### src/rtl/mem_access_ctrl_pkg.sv
// Shared decode for the memory-stage controller: opcodes, instruction fields,
// destination-register lookup, FSM state and z5 mux encodings.
package mem_access_ctrl_pkg;

    localparam logic [5:0] OpRtype = 6'h00;
    localparam logic [5:0] OpJal   = 6'h03;
    localparam logic [5:0] OpLoad  = 6'h23;
    localparam logic [5:0] OpStore = 6'h2B;

    localparam int unsigned OpcodeMsb = 31;
    localparam int unsigned OpcodeLsb = 26;
    localparam int unsigned RtMsb     = 20;
    localparam int unsigned RtLsb     = 16;
    localparam int unsigned RdMsb     = 15;
    localparam int unsigned RdLsb     = 11;

    localparam logic [4:0] LinkReg = 5'd31;

    typedef enum logic [1:0] {
        StIdle,
        StAccess,
        StError
    } state_e;

    typedef enum logic [1:0] {
        SelZ5ReadData = 2'd0,
        SelZ5Z4       = 2'd1,
        SelZ5Pc4      = 2'd2
    } sel_z5_e;

    typedef struct packed {
        logic       valid;
        logic [4:0] idx;
    } dest_t;

    function automatic logic [5:0] opcode(input logic [31:0] ir);
        return ir[OpcodeMsb:OpcodeLsb];
    endfunction

    function automatic logic [4:0] rt(input logic [31:0] ir);
        return ir[RtMsb:RtLsb];
    endfunction

    function automatic logic [4:0] rd(input logic [31:0] ir);
        return ir[RdMsb:RdLsb];
    endfunction

    function automatic dest_t dest_reg(input logic [31:0] ir);
        dest_t d;
        d.valid = 1'b1;
        unique case (opcode(ir))
            OpRtype: d.idx = rd(ir);
            OpJal:   d.idx = LinkReg;
            OpStore: begin
                d.valid = 1'b0;
                d.idx   = '0;
            end
            default: d.idx = rt(ir);
        endcase
        return d;
    endfunction

endpackage

### src/rtl/mem_access_ctrl_timeout.sv
// Timeout counter for an outstanding data-memory access; tc_o flags the last
// cycle the access may still complete without being aborted.
module mem_timeout_counter #(
    parameter int unsigned TIMEOUT_CYCLES = 16,
    parameter int unsigned CNT_W          = 5
) (
    input  logic clk_i,
    input  logic reset_i,
    input  logic clear_i,
    input  logic en_i,
    output logic tc_o
);

    logic [CNT_W-1:0] cnt_q, cnt_d;

    always_comb begin
        cnt_d = cnt_q;
        if (clear_i) begin
            cnt_d = '0;
        end else if (en_i) begin
            cnt_d = cnt_q + CNT_W'(1);
        end
    end

    always_ff @(posedge clk_i) begin
        if (reset_i) begin
            cnt_q <= '0;
        end else begin
            cnt_q <= cnt_d;
        end
    end

    assign tc_o = (cnt_q == CNT_W'(TIMEOUT_CYCLES - 1));

endmodule

### src/rtl/mem_access_ctrl.sv
// Memory-stage controller: decodes ir4 into mux selects, runs the data-memory
// req/ack handshake, stalls the front of the pipe and aborts hung accesses.
module mem_access_ctrl
    import mem_access_ctrl_pkg::*;
#(
    parameter int unsigned TIMEOUT_CYCLES = 16,
    parameter int unsigned CNT_W          = 5
) (
    input  logic        clk_i,
    input  logic        reset_i,
    input  logic [31:0] ir4_i,
    input  logic        valid4_i,
    input  logic [31:0] ir5_i,
    input  logic        valid5_i,
    input  logic        mem_ack_i,
    output logic [1:0]  select_z5_o,
    output logic        select_writedata_o,
    output logic        mem_req_o,
    output logic        mem_we_o,
    output logic        stall_o,
    output logic        z5_en_o,
    output logic        kill5_o,
    output logic        mem_err_o
);

    state_e state_q, state_d;
    logic   mem_err_q, mem_err_d;
    logic   cnt_clear, cnt_en, cnt_tc;
    logic   is_load4, is_store4, mem_op;
    dest_t  dest5;
    logic   unused_ir_bits;

    assign unused_ir_bits = ^{ir4_i[25:21], ir4_i[10:0], ir5_i[25:21], ir5_i[10:0]};

    assign is_load4  = (opcode(ir4_i) == OpLoad);
    assign is_store4 = (opcode(ir4_i) == OpStore);
    assign mem_op    = valid4_i && (is_load4 || is_store4);
    assign dest5     = dest_reg(ir5_i);

    always_comb begin
        sel_z5_e sel;
        if (is_load4) begin
            sel = SelZ5ReadData;
        end else if (opcode(ir4_i) == OpJal) begin
            sel = SelZ5Pc4;
        end else begin
            sel = SelZ5Z4;
        end
        select_z5_o = sel;
    end

    // Forward z5 as store data when the stage-5 result targets the store's rt.
    assign select_writedata_o = ~(valid5_i && dest5.valid && (dest5.idx != 5'd0) &&
                                  (dest5.idx == rt(ir4_i)) && is_store4);

    mem_timeout_counter #(
        .TIMEOUT_CYCLES(TIMEOUT_CYCLES),
        .CNT_W         (CNT_W)
    ) u_timeout (
        .clk_i  (clk_i),
        .reset_i(reset_i),
        .clear_i(cnt_clear),
        .en_i   (cnt_en),
        .tc_o   (cnt_tc)
    );

    always_comb begin
        state_d   = state_q;
        mem_err_d = mem_err_q;
        cnt_clear = 1'b0;
        cnt_en    = 1'b0;
        mem_req_o = 1'b0;
        stall_o   = 1'b0;
        z5_en_o   = 1'b0;
        kill5_o   = 1'b0;
        unique case (state_q)
            StIdle: begin
                if (mem_op) begin
                    stall_o   = 1'b1;
                    cnt_clear = 1'b1;
                    state_d   = StAccess;
                end else begin
                    z5_en_o = 1'b1;
                    kill5_o = ~valid4_i;
                end
            end
            StAccess: begin
                mem_req_o = 1'b1;
                cnt_en    = 1'b1;
                // Ack takes priority over a timeout landing in the same cycle.
                if (mem_ack_i) begin
                    z5_en_o = 1'b1;
                    state_d = StIdle;
                end else begin
                    stall_o = 1'b1;
                    if (cnt_tc) begin
                        state_d   = StError;
                        mem_err_d = 1'b1;
                    end
                end
            end
            StError: begin
                z5_en_o = 1'b1;
                kill5_o = 1'b1;
                state_d = StIdle;
            end
            default: state_d = StIdle;
        endcase
    end

    assign mem_we_o  = mem_req_o && is_store4;
    assign mem_err_o = mem_err_q;

    always_ff @(posedge clk_i) begin
        if (reset_i) begin
            state_q   <= StIdle;
            mem_err_q <= 1'b0;
        end else begin
            state_q   <= state_d;
            mem_err_q <= mem_err_d;
        end
    end

endmodule

### config.mk
export PLATFORM = sky130hd
export DESIGN_NAME = mem_access_ctrl
export DESIGN_NICKNAME = d
export VERILOG_FILES = /design/src/rtl/mem_access_ctrl_pkg.sv /design/src/rtl/mem_access_ctrl_timeout.sv /design/src/rtl/mem_access_ctrl.sv
export SDC_FILE = /design/constraint.sdc
export NUM_CORES = 1
export LEC_CHECK = 0
export BUFFER_PORTS_ARGS = -buffer_cell sky130_fd_sc_hd__buf_2
export CORE_UTILIZATION = 38
export CTS_BUF_LIST = sky130_fd_sc_hd__clkbuf_4 sky130_fd_sc_hd__clkbuf_8
export CTS_CLUSTER_DIAMETER = 80
export DETAILED_ROUTE_END_ITERATION = 7
export PLACE_DENSITY = 0.85
export SYNTH_ARGS = -nofsm -noshare
export SYNTH_HDL_FRONTEND = slang
export SYNTH_HIERARCHICAL = 1
export SYNTH_SLANG_ARGS = --single-unit
### constraint.sdc
create_clock -name clk_i -period 6.9 [get_ports clk_i]
set_clock_uncertainty 0.15 [all_clocks]
set_input_delay 0.345 -clock clk_i [delete_from_list [all_inputs] [get_ports clk_i]]
set_output_delay 0.345 -clock clk_i [all_outputs]
set_load 0.03 [all_outputs]
==> impl_metrics.toml <==
[run_status]
status = "complete, no violations"

[power]
leakage_uw = 0.000444
worst_ir_drop_vdd_v = 0.0000473
power.density_nw_per_um2 = 112

[min_path]
hold_end = "state_q[1]$_SDFFE_PP0P_"
worstHoldStart = "mem_ack_i"
hold_class = "primary input to register"
whs_path_depth = 2

[final_layout]
syn_to_final_growth_pct = 32.9
layout.nets = 209
fin_area_sq_um = 960
fill_cells = 160
seq_area_sq_um = 160
multi_input_area_sq_um = 519
layout-drive-gt1-share = 0.360
insertedDiodeCount = 0
fin_util = 0.550

[global_route]
grt_pass1_vias = 710
grt_max_degree = 17
antenna_found_initial = 0
grt_usage = 0.182
grt_pass1_wl_um = 2820
grt_overflow_total = 0

[yosys]
ys_async_sr_fraction = 0
synth_cell_type_count = 38
syn-mean-instance-area_sq_um = 7.60
syn-num-nets = 166
synth_flop_cell = "dfxtp_1"
ys_ff_latch = 8
ys_seq_area_frac = 0.222
syn-cell-area_sq_um = 722
ys.warnings.count = 6
synthCells = 95
synth_edf_count = 0

[clock_tree]
htree_levels = 1
cts_resized = 0
cts_tree = "done"
holdBufCountCts = 0
clk_latency_ns = 0.25
clockBufferDepth = 2
cts-root-buf = "clkbuf_4"
numCtsBuffers = 3
cts_sinks = 8
clk_pin_slew_ns = 0.05
post_cts_buffers = 0

[sta]
final_hold_viol_count = 0
hold_slack_ns = 0.169
rsz0062_at_grt = "false"
fin_setup_tns_ns = 0
slew-limit-headroom = 0.558
slew_viol_final = 0
min_period_ns = 3.19
timing.final.crit_share = 0.462
setup_ws_ns = 3.71
setup-violations-final = 0
timing.fmax_mhz = 313
tightest_slew_ns = 0.660

[placement]
dpl.hpwl_um = 1550
pre_cts_slack_ns = 3.71
gp_congestion = 0.773
port_buffers = 40
place_area_sq_um = 937

[detailed_routing]
drt_iter0_drc = 35
avgRoutedWirePerCell_um = 11.9
drtAntennaViolNets = 0
via_per_inst = 5.76
drt-total-wl_um = 1910
drcViolationCount = 0
vias = 928
dr.pass1.iters = 4

[die]
core_sq_um = 1750
die_w_um = 45.6
initial_utilization = 0.414
dieHeight_um = 45.6
top_level_ports = 78
num_rows = 15
dieArea_sq_um = 2080

[worst_setup_path]
cp.required_ns = 6.40
worst-r2r-cell-count = 5
cp-end-kind = "output pin"
cp.arrival_ns = 2.70
timing.rr.end = "state_q[0]$_SDFFE_PP0P_"
startpoint_type = "primary input"
critical_path_class = "primary input to output pin"
regToRegSetupSlack_ns = 5.22
r2r_start = "u_timeout/cnt_q[0]$_SDFFE_PP0P_"
cp_max_fo = 5

[flow_run]
drv_cap = 0
-- per-layer routing --
metal / wire length [um] / up-vias / part of all wire / GRT usage
met5: 0 / - / 0 / 0
met4: 34 / 0 / 0.018 / 0.0970
met3: 124 / 4 / 0.065 / 0.0159
met2: 997 / 44 / 0.52 / 0.334
met1: 755 / 417 / 0.40 / 0.203
li1: - / 463 / - / -
-- worst max path at each step --
stage                              end  slack, ns  depth (start not counted)  startpoint
finish              select_writedata_o       3.71                          7   ir5_i[27]
global route        select_writedata_o       3.60                          7   ir5_i[27]
CTS                 select_writedata_o       3.71                          7   ir5_i[27]
detailed placement  select_writedata_o       3.71                          7   ir5_i[27]
global placement    select_writedata_o       3.75                          7   ir5_i[27]
floorplan           select_writedata_o       4.00                          5   ir5_i[27]
-- where the power goes --
group	switching [uW]	internal, uW
sequential	0.158	46.4
clock	15.4	19.9
combinational	14.1	11.4
total	29.7	77.7
-- logic make-up after synthesis --
| logic type | after synthesis | synth area share |
|---|---|---|
| muxes | 2 | 0.0347 |
| xor gates and xnor gates | 1 | 0.0121 |
| AOI/OAI and AO/OA | 27 | 0.276 |
| adders and majority gates | 2 | 0.0347 |
| DFF | 8 | 0.222 |
| buffers and inverters | 8 | 0.0589 |
| and+or+nand+nor | 47 | 0.362 |
-- per-stage QoR --
step                power [uW]  std cells
global placement          71.7        158
finish                     107        161
detailed placement        72.7        158
global route               112        161
floorplan                 58.2         95
CTS                        108        161
-- synth_stat cells, drive strengths merged (3+ instances only) --
library cell	n	area share
dfxtp	8	0.22
nor2	6	0.031
a21oi	6	0.042
a211oi	3	0.038
nand2	9	0.047
and3	6	0.052
nor3	3	0.021
inv	5	0.026
o211ai	5	0.052
nand3	5	0.035
a2111oi	4	0.049
nand4	6	0.061
-- critical path, stage by stage --
cell and delay, ns:
buf_2 0.11, or4_1 0.54, a211o_1 0.38, a2111oi_0 0.45, o22ai_1 0.15, or4_1 0.53
buf_2 0.19
-- registers in the layout, summed over array words and instances, names as in the netlist --
signal           cells
mem_err_o            1
state_q              2
u_timeout/cnt_q      5
-- cells in the final DEF (no fill, tap or decap), types with 3 or more instances in the layout --
master and instances:
and3_1 6, a2111oi_0 4, nand2_1 9, nand3_1 5, clkbuf_4 3, nor3_1 3
nand4_1 5, o211ai_1 5, buf_2 40, nor2_1 6, a21oi_1 6, dfxtp_1 8
inv_1 5
-- final cells by class --
| cell class | instances | share of cell area |
|---|---|---|
| multi-input combinational | 79 | 0.541 |
| inverter | 5 | 0.0196 |
| tap | 25 | 0.0326 |
| timing repair buffer | 41 | 0.216 |
| sequential | 8 | 0.167 |
| clock buffer | 3 | 0.0235 |
No activity file was read; power rests on OpenSTA's default activity.
